===== config.mk =====
export PLATFORM = sky130hd
export DESIGN_NAME = ccr_shadow_stack
export DESIGN_NICKNAME = d
export VERILOG_FILES = /design/src/rtl/ccr_shadow_stack.sv
export SDC_FILE = /design/constraint.sdc
export NUM_CORES = 1
export LEC_CHECK = 0
export CAP_MARGIN = 15
export CORE_ASPECT_RATIO = 0.8
export CORE_MARGIN = 2
export CORE_UTILIZATION = 39
export CTS_CLUSTER_SIZE = 28
export DETAILED_ROUTE_END_ITERATION = 10
export PLACE_DENSITY = 0.74
export SETUP_SLACK_MARGIN = 0.4
export SYNTH_ARGS = -nofsm -noshare
export SYNTH_HDL_FRONTEND = slang
export SYNTH_SLANG_ARGS = --single-unit
export TNS_END_PERCENT = 10

===== constraint.sdc =====
create_clock -name i_clk -period 1.7 [get_ports i_clk]
set_input_delay 0.51 -clock i_clk [delete_from_list [all_inputs] [get_ports i_clk]]
set_output_delay 0.51 -clock i_clk [all_outputs]
set_load 0.1 [all_outputs]

===== src/rtl/ccr_shadow_stack.sv =====
// rtl/ccr_shadow_stack.sv - condition-code register with a LIFO shadow stack for nested interrupts
module ccr_shadow_stack #(
    parameter int NFLAGS = 4,
    parameter int DEPTH  = 4,
    localparam int CW    = $clog2(DEPTH + 1)
) (
    input  logic              i_clk,
    input  logic              i_rst,
    input  logic [NFLAGS-1:0] i_flags_in,
    input  logic              i_flag_en,
    input  logic [NFLAGS-1:0] i_flag_mask,
    input  logic [NFLAGS-1:0] i_flag_set,
    input  logic [NFLAGS-1:0] i_flag_clr,
    input  logic              i_intr,
    input  logic              i_rti,
    input  logic              i_err_clr,
    output logic [NFLAGS-1:0] o_ccr,
    output logic [CW-1:0]     o_depth,
    output logic              o_stack_empty,
    output logic              o_stack_full,
    output logic              o_ovf_err,
    output logic              o_unf_err
);

    localparam int AW = (DEPTH > 1) ? $clog2(DEPTH) : 1;

    logic [NFLAGS-1:0] r_ccr;
    logic [CW-1:0]     r_depth;
    logic              r_ovf_err;
    logic              r_unf_err;
    logic [NFLAGS-1:0] r_stack [DEPTH];

    logic [NFLAGS-1:0] w_upd;
    logic [NFLAGS-1:0] w_nxt;
    logic [NFLAGS-1:0] w_top;
    logic [AW-1:0]     w_push_idx;
    logic [AW-1:0]     w_pop_idx;
    logic              w_empty;
    logic              w_full;
    logic [NFLAGS-1:0] w_ccr_d;
    logic [CW-1:0]     w_depth_d;
    logic              w_push;
    logic              w_ovf_set;
    logic              w_unf_set;

    assign w_upd      = i_flag_en ? ((i_flags_in & i_flag_mask) | (r_ccr & ~i_flag_mask)) : r_ccr;
    // Clear is applied last so it beats set on the same bit.
    assign w_nxt      = (w_upd | i_flag_set) & ~i_flag_clr;
    assign w_empty    = (r_depth == '0);
    assign w_full     = (r_depth == CW'(DEPTH));
    assign w_push_idx = AW'(r_depth);
    assign w_pop_idx  = AW'(r_depth - CW'(1));
    assign w_top      = r_stack[w_pop_idx];

    always_comb begin
        w_ccr_d   = w_nxt;
        w_depth_d = r_depth;
        w_push    = 1'b0;
        w_ovf_set = 1'b0;
        w_unf_set = 1'b0;
        case ({i_intr, i_rti})
            2'b01: begin
                if (w_empty) begin
                    w_ccr_d   = r_ccr;
                    w_unf_set = 1'b1;
                end else begin
                    w_ccr_d   = w_top;
                    w_depth_d = r_depth - CW'(1);
                end
            end
            2'b10: begin
                if (w_full) begin
                    w_ovf_set = 1'b1;
                end else begin
                    w_push    = 1'b1;
                    w_depth_d = r_depth + CW'(1);
                end
            end
            // Tail-chain: reload the saved flags but keep them on the stack.
            2'b11: begin
                if (w_empty) begin
                    w_unf_set = 1'b1;
                end else begin
                    w_ccr_d = w_top;
                end
            end
            default: ;
        endcase
    end

    always_ff @(posedge i_clk) begin
        if (i_rst) begin
            r_ccr     <= '0;
            r_depth   <= '0;
            r_ovf_err <= 1'b0;
            r_unf_err <= 1'b0;
        end else begin
            r_ccr     <= w_ccr_d;
            r_depth   <= w_depth_d;
            r_ovf_err <= w_ovf_set | (r_ovf_err & ~i_err_clr);
            r_unf_err <= w_unf_set | (r_unf_err & ~i_err_clr);
        end
    end

    always_ff @(posedge i_clk) begin
        if (!i_rst && w_push) begin
            r_stack[w_push_idx] <= w_nxt;
        end
    end

    assign o_ccr         = r_ccr;
    assign o_depth       = r_depth;
    assign o_stack_empty = w_empty;
    assign o_stack_full  = w_full;
    assign o_ovf_err     = r_ovf_err;
    assign o_unf_err     = r_unf_err;

endmodule


==> metrics.md, run 1 <==
| Metric | Value |
|---|---|
| CP Cell Sequence | `inv_4 -> ha_4 -> nor2b_4 -> buf_12` |
| Crit path capture type | `output pin` |
| Core Box Area | `0.003018 mm2` |
| Sw Ratio | `between 40% and 50%` |
| Post-synthesis register bit count | `25` |
| Routed Antenna Nets | `0` |
| Critical path data required time | `1.19 ns` |
| Internal reg-to-reg setup slack | `around 0.09 ns` |
| Synthesized netlist cell count | `between 90 and 100` |
| CTS tree | `done` |
| Drt pass-1 iters | `4` |
| Critical path class | `flip-flop to output pin` |
| CP max FO | `4` |
| Post-Syn Area | `0.001209 mm2` |
| Worst Hold Path Cells | `2` |
| Die Y | `53.79 um` |
| Final Util | `72.64%` |
| Global-route wire length before repair | `roughly 4.9 mm` |
| Layout cell share with drive strength beyond 1 | `between 60% and 70%` |
| Antenna Diode Count | `0` |
| Die width | `between 60 and 70 um` |
| Max-slew violation count | `0` |
| P&R area growth vs syn | `81.37%` |
| Hold crit path type | `flip-flop to flip-flop` |
| Slew @ Worst Pin | `approximately 0.33 ns` |
| Vias per inst | `approximately 5.1` |
| CP max stage delay | `0.36 ns` |
| Clk buf depth | `2` |
| Reg2reg path depth | `7` |
| Number of fill cells | `~190` |
| Initial drt markers | `46` |
| Gpl congestion | `roughly 0.76` |
| Logic pwr share | `about two thirds` |
| Hold Violations, Final | `0` |
| Initial Util | `about 40%` |
| Minimum clock period | `between 1.5 and 2 ns` |
| Clock share of power | `between 10% and 20%` |
| Final setup fails | `0` |
| Num CTS Buffers | `3` |
| WL final | `about 3.3 mm` |
| IO Port Bufs | `32` |
| FF+latch area | `just under 700 um2` |
| Total global routing overflow | `0` |
| Syn Area/Cell | `13.00 um2` |
| Status | `finished, final reports clean` |
| R2R Path Start | `o_depth[0]` |
| Startpoint class of the critical path | `flip-flop` |
| DR DRC count | `0` |
| Min-delay src | `o_ovf_err` |
| Clock skew | `0.002549 ns` |
| Switching power | `about 1500 uW` |
| TritonCTS Sinks | `25` |
| Clk Latency, worst-skew pair | `0.26 ns` |
| Nets | `186` |
| # placed instances | `between 150 and 200` |
| Post-synthesis sequential area ratio | `a little over half` |
| Wire length per cell | `16.60 um` |
| RSZ-0062 raised after global routing | `true` |
| Number of max-cap violations | `0` |
| Via count | `1013` |
| Slowest cell on crit path | `dfxtp_4` |
| Clk pin slew, worst setup/hold paths | `roughly 0.090 ns` |
| Multi-input gate area | `between 700 and 800 um2` |
| Worst slew margin | `approximately 78%` |
| Tcrit/Tclk final | `~100%` |
| Worst R2R End | `o_ccr[2]` |
| Largest net degree at the start of global routing | `16` |
| Htree depth | `1` |
| Vias in the first global route | `988` |
| Initial antenna violation count | `0` |
| Die ar. | `about 0.0036 mm2` |
| Static leakage power | `roughly 0.00085 uW` |
| CP arrival | `approximately 1.2 ns` |
| Overall routing resource usage | `about 19%` |
| Synth cell types | `26` |
| Post-DP HPWL | `2.172 mm` |
| Final cell count without fillers | `between 150 and 200` |
| Hold EP | `o_ovf_err` |
| Cell-internal power | `just under 2000 uW` |
| Clock Root Buffer | `clkbuf_8` |
| Power density cells | `1588 mW/mm2` |
| I/O pin cnt | `33` |
| Top delay family on crit path | `flip-flops` |
| Post-synth net total | `120` |
| Part of the power in registers | `between 20% and 30%` |
| Cts hold-fix bufs | `0` |
| Row Count | `18` |
| Fmax | `about 590 MHz` |
| Worst vdd ir | `around 1.4 mV` |
| YS warnings | `0` |
| Worst path bufs/invs | `2` |
worst reg2reg max path: cells and delay by family (launching register included):
family                 cells  cell delay (ns)
AOI/OAI and AO/OA          1             0.13
buffers and inverters      4             0.50
DFF                        1             0.36
muxes                      1             0.44
and+or+nand+nor            1             0.07
registers in the layout (all words and copies together) (netlist names):
| signal | cells |
|---|---|
| o_depth | 3 |
| o_ovf_err | 1 |
| r_stack | 16 |
| o_unf_err | 1 |
| o_ccr | 4 |
how the worst max path moves through the flow:
stage / startpoint / to / slack, ns / cells past startpoint
floorplan: o_depth[0] / o_ccr[0] / -0.23 / 7
global placement: i_flag_en / o_ccr[0] / -0.17 / 5
detailed placement: i_intr / r_stack[3][1] / -0.23 / 4
CTS: o_depth[1] / o_stack_empty / -0.01 / 4
global route: o_depth[0] / o_stack_empty / -0.04 / 4
finish: o_depth[0] / o_stack_empty / 0.004 / 4
cells by family (layout without fill, tap and decap cells):
| family | Yosys count | after routing | synth area share (%) |
|---|---|---|---|
| buffers and inverters | 5 | 70 | 1.967 |
| adders and majority gates | 5 | 5 | 5.176 |
| xor gates and xnor gates | 4 | 4 | 2.899 |
| muxes | 6 | 6 | 9.524 |
| AOI/OAI and AO/OA | 18 | 18 | 12.84 |
| and+or+nand+nor | 30 | 30 | 12.94 |
| DFF | 25 | 25 | 54.66 |
layout make-up:
type	instances	share of cell area, %
multi-input combinational	63	32.42
clock buffer	3	1.884
tap	40	2.283
clock inverter	1	0.3425
timing repair buffer	64	31.05
sequential	25	31.45
inverter	2	0.5708
Yosys cell counts, drive strengths merged:
| cell type | number | area [um2] |
|---|---|---|
| edfxtp | 16 | 480.5 |
| nor2 | 12 | 45.04 |
| dfxtp | 9 | 180.2 |
| and2 | 5 | 31.28 |
| ha | 5 | 62.56 |
| nor3 | 5 | 25.02 |
| a211oi | 4 | 30.03 |
| a21oi | 4 | 23.77 |
| a311oi | 4 | 60.06 |
| mux4 | 4 | 90.09 |
| nand2b | 4 | 25.02 |
| o22ai | 4 | 25.02 |
| xnor2 | 3 | 26.28 |
| buf | 2 | 12.51 |
| inv | 2 | 7.510 |
| nand3b | 2 | 15.01 |
| nor2b | 2 | 15.02 |
| a21boi | 1 | 7.510 |
| a31o | 1 | 8.760 |
| clkbuf | 1 | 3.750 |
| mux2 | 1 | 15.01 |
| mux2i | 1 | 10.01 |
| xor2 | 1 | 8.760 |
power groups by stage:
stage	logic, uW	clock network [uW]	registers [uW]
floorplan	786	0	1250
global route	2360	388	874
global placement	1800	0	838
detailed placement	1810	0	842
CTS	1960	364	856
finish	2260	357	863
layer usage:
| metal | part of all wire, % | track usage (%) |
|---|---|---|
| met1 | 39 | 23.16 |
| met2 | 52 | 34.50 |
| met3 | 6.8 | 3.766 |
| met4 | 1.9 | 7.483 |
| met5 | 0 | 0 |
per-stage QoR:
stage          setup WS, ns  hold slack [ns]  power (uW)  TNS [ns]  cell area, um2
5_1_grt            -0.03868           0.5382        3625  -0.04750            2192
3_5_place_dp        -0.2319           0.5080        2656    -7.350            1841
6_report           0.004400           0.5024        3481         0            2192
3_3_place_gp        -0.1718           0.5009        2639    -5.269            1841
2_1_floorplan       -0.2281           0.6492        2033    -4.678            1262
4_1_cts            -0.01031           0.5064        3175  -0.01660            2016
repair_timing:
item | CTS | global route
setup endpoints to repair | 50 | 42
setup buffers | 6 | 10
pin swaps | 22 | 21
hold endpoints to repair | 0 | 0
gates resized for setup | 53 | 20
layout by cell type (no fill, tap or decap), drive strengths merged:
master,instances
buf,45
edfxtp,16
dlygate4sd2,12
nor2,12
dfxtp,9
clkdlybuf4s50,5
and2,5
ha,5
nor3,5
mux4,4
o22ai,4
clkbuf,4
a211oi,4
a311oi,4
nand2b,4
a21oi,4
xnor2,3
inv,2
nand3b,2
nor2b,2
mux2,1
a31o,1
a21boi,1
xor2,1
mux2i,1
clkinvlp,1
clkdlybuf4s15,1
Power figures use the tool's default switching activity.
==> run 2: changes to the inputs <==
--- a/config.mk
+++ b/config.mk
@@ -7,7 +7,7 @@
 export LEC_CHECK = 0
 export CAP_MARGIN = 15
 export CORE_ASPECT_RATIO = 0.8
-export CORE_MARGIN = 2
+export CORE_MARGIN = 3
 export CORE_UTILIZATION = 39
 export CTS_CLUSTER_SIZE = 28
 export DETAILED_ROUTE_END_ITERATION = 10
==> run 2 against run 1 <==
Effect of this change:
- maximum frequency down 1.6%
- worst setup slack worse by 0.028 ns
- clock power grew 3%
- flip-flop and latch count unchanged
- non-clock buffer count down 9
- the flow now finishes with violations (negative setup slack)
- critical path depth unchanged
- die area up 6.8%
- total power decreased by 3.0%
- cell count shrank 5.6%
==> metrics.md, run 2 (same netlist as run 1, synthesis figures left out) <==
| Metric | Value |
|---|---|
| Status | `complete, but fails checks` |
| Failing checks | `negative setup slack` |
| Worst Hold Path Cells | `2` |
| Vias in the first global route | `between 1000 and 1500` |
| CTS tree | `done` |
| CP arrival | `1.21 ns` |
| Number of fill cells | `approximately 200` |
| Num CTS Buffers | `3` |
| Clock skew | `roughly 0.003 ns` |
| Reg with most FFs | `r_stack` |
| CP Cell Sequence | `inv_4 -> ha_4 -> and2_4 -> buf_12` |
| DP Area | `0.001823 mm2` |
| Multi-input gate area | `roughly 670 um2` |
| Nets | `177` |
| Critical path class | `flip-flop to output pin` |
| Antenna Diode Count | `0` |
| Fmax | `roughly 580 MHz` |
| Worst vdd ir | `1.454 mV` |
| Die width | `just under 70 um` |
| Hold Violations, Final | `0` |
| Clk buf depth | `2` |
| Gpl congestion | `approximately 0.81` |
| Via count | `roughly 1000` |
| Startpoint class of the critical path | `flip-flop` |
| Power density cells | `about 1600 mW/mm2` |
| Tcrit/Tclk final | `101.4%` |
| Final non-filler cell area | `just over 0.002 mm2` |
| CP max FO | `4` |
| Internal reg-to-reg setup slack | `between 0.2 and 0.25 ns` |
| Initial drt markers | `44` |
| CP max stage delay | `roughly 0.36 ns` |
| Critical path data required time | `approximately 1.2 ns` |
| Clk pin slew, worst setup/hold paths | `0.09 ns` |
| Cts hold-fix bufs | `0` |
| Static leakage power | `about 0.00080 uW` |
| Number of max-cap violations | `0` |
| Htree depth | `1` |
| WL final | `approximately 3.5 mm` |
| Die ar. | `0.003807 mm2` |
| Commonest cells after routing, fill and taps aside | `buf_4 (18), edfxtp_1 (16), dlygate4sd2_1 (12), buf_12 (12), nor2_1 (11)` |
| Hold crit path type | `flip-flop to flip-flop` |
| DR DRC count | `0` |
| Final setup fails | `2` |
| Clk Latency, worst-skew pair | `between 0.2 and 0.3 ns` |
| P&R area growth vs syn | `71.64%` |
| Worst path bufs/invs | `2` |
| Post-DP HPWL | `between 2 and 2.5 mm` |
| Minimum clock period | `around 1.7 ns` |
| Top delay family on crit path | `flip-flops` |
| Min-delay src | `o_ovf_err` |
| Max reg flops | `16` |
| Vias per inst | `5.358` |
| Crit path capture type | `output pin` |
| Wire length per cell | `18.53 um` |
| Clock Root Buffer | `clkbuf_8` |
| Layout cell share with drive strength beyond 1 | `55.70%` |
| R2R Path Start | `o_depth[0]` |
| Total global routing overflow | `0` |
| Die Y | `around 56 um` |
| Slew @ Worst Pin | `approximately 0.33 ns` |
| Dpl ws | `-0.2425 ns` |
| Tot Pwr | `between 3000 and 4000 uW` |
| Largest net degree at the start of global routing | `16` |
| Global-route wire length before repair | `roughly 5.2 mm` |
| Core Box Area | `0.002850 mm2` |
| Reg2reg path depth | `5` |
| RSZ-0062 raised after global routing | `true` |
| Hold EP | `o_ovf_err` |
| Routed Antenna Nets | `0` |
| TritonCTS Sinks | `25` |
| Final Util | `a little over 70%` |
| Max-slew violation count | `0` |
| Worst slew margin | `between 70% and 80%` |
| Initial antenna violation count | `0` |
| IO Port Bufs | `32` |
| Slowest cell on crit path | `dfxtp_4` |
| Setup WS post-layout | `-0.02354 ns` |
| Initial Util | `~42%` |
| Overall routing resource usage | `~19%` |
| FF+latch area | `689.4 um2` |
| I/O pin cnt | `33` |
| Row Count | `17` |
| Drt pass-1 iters | `4` |
| Worst R2R End | `r_stack[0][3]` |
| Most common cell after layout, fill and taps aside | `buf_4` |
==> run 2: cell count changes in the layout (fill, tap and decap cells not counted), sizes merged <==
cell,change
buf,-9
clkbuf,-1
dlymetal6s2s,+1
==> run 2: cell type report <==
type	instances	area share (%)
Sequential cell	25	33.23
Multi-Input combinational cell	63	32.21
Clock buffer	3	1.990
Tap cell	38	2.292
Inverter	2	0.6031
Timing Repair Buffer	55	29.31
Clock inverter	1	0.3619
==> run 2: worst max path at each step <==
stage | endpoint | depth (start not counted) | startpoint | slack (ns)
6_report | o_stack_full | 4 | o_depth[0] | -0.02
5_1_grt | o_stack_full | 4 | o_depth[0] | -0.06
4_1_cts | o_stack_empty | 4 | o_depth[1] | -0.005
3_5_place_dp | o_ccr[3] | 5 | i_flag_en | -0.24
3_3_place_gp | o_ccr[3] | 5 | i_flag_en | -0.23
2_1_floorplan | o_ccr[0] | 7 | o_depth[0] | -0.23
==> run 2: timing repair <==
action / in CTS / in global routing
pin swaps: 19 / 21
resized for setup: 52 / 14
buffers inserted: 6 / 3
endpoints found under the setup margin: 50 / 43
==> run 2: worst register-to-register path, delay by kind of cell (launching register included) <==
family	cells	cell delay, ns
AND/OR/NAND/NOR	3	0.62
flip-flops	1	0.37
adder cells (fa/ha/maj)	1	0.16
buffers and inverters	1	0.04
==> run 2: through the flow <==
step                setup TNS (ns)  cells  hold WS, ns
floorplan                   -4.678     93       0.6492
global placement            -6.057    174       0.4982
detailed placement          -7.698    174       0.5280
CTS                      -0.005366    184       0.5178
global route               -0.1144    187       0.5567
finish                    -0.04462    187       0.5463
==> run 2: layer usage <==
metal | GRT usage [%] | vias to the layer above | wire, um | part of all wire [%]
met5 | 0 | - | 0 | 0
met4 | 2.833 | 0 | 38 | 1.1
met3 | 6.061 | 6 | 193 | 5.6
met2 | 31.04 | 30 | 1869 | 54
met1 | 23.30 | 499 | 1365 | 39
li1 | - | 467 | - | -
==> run 2: where the power goes <==
| part | internal (uW) | switching, uW | leakage [uW] | total, uW |
|---|---|---|---|---|
| sequential | 761 | 90.7 | 0.000226 | 852 |
| clock | 166 | 200 | 0.0000217 | 366 |
| combinational | 945 | 1210 | 0.000550 | 2160 |
| total | 1870 | 1510 | 0.000798 | 3380 |
==> run 3: changes to the inputs <==
--- a/config.mk
+++ b/config.mk
@@ -11,8 +11,10 @@
 export CORE_UTILIZATION = 39
 export CTS_CLUSTER_SIZE = 28
 export DETAILED_ROUTE_END_ITERATION = 10
+export GPL_ROUTABILITY_DRIVEN = 0
 export PLACE_DENSITY = 0.74
 export SETUP_SLACK_MARGIN = 0.4
+export SLEW_MARGIN = 20
 export SYNTH_ARGS = -nofsm -noshare
 export SYNTH_HDL_FRONTEND = slang
 export SYNTH_SLANG_ARGS = --single-unit
==> results of run 3 <==
Same layout as run 2: the final DEF is identical, and so are final timing and power.
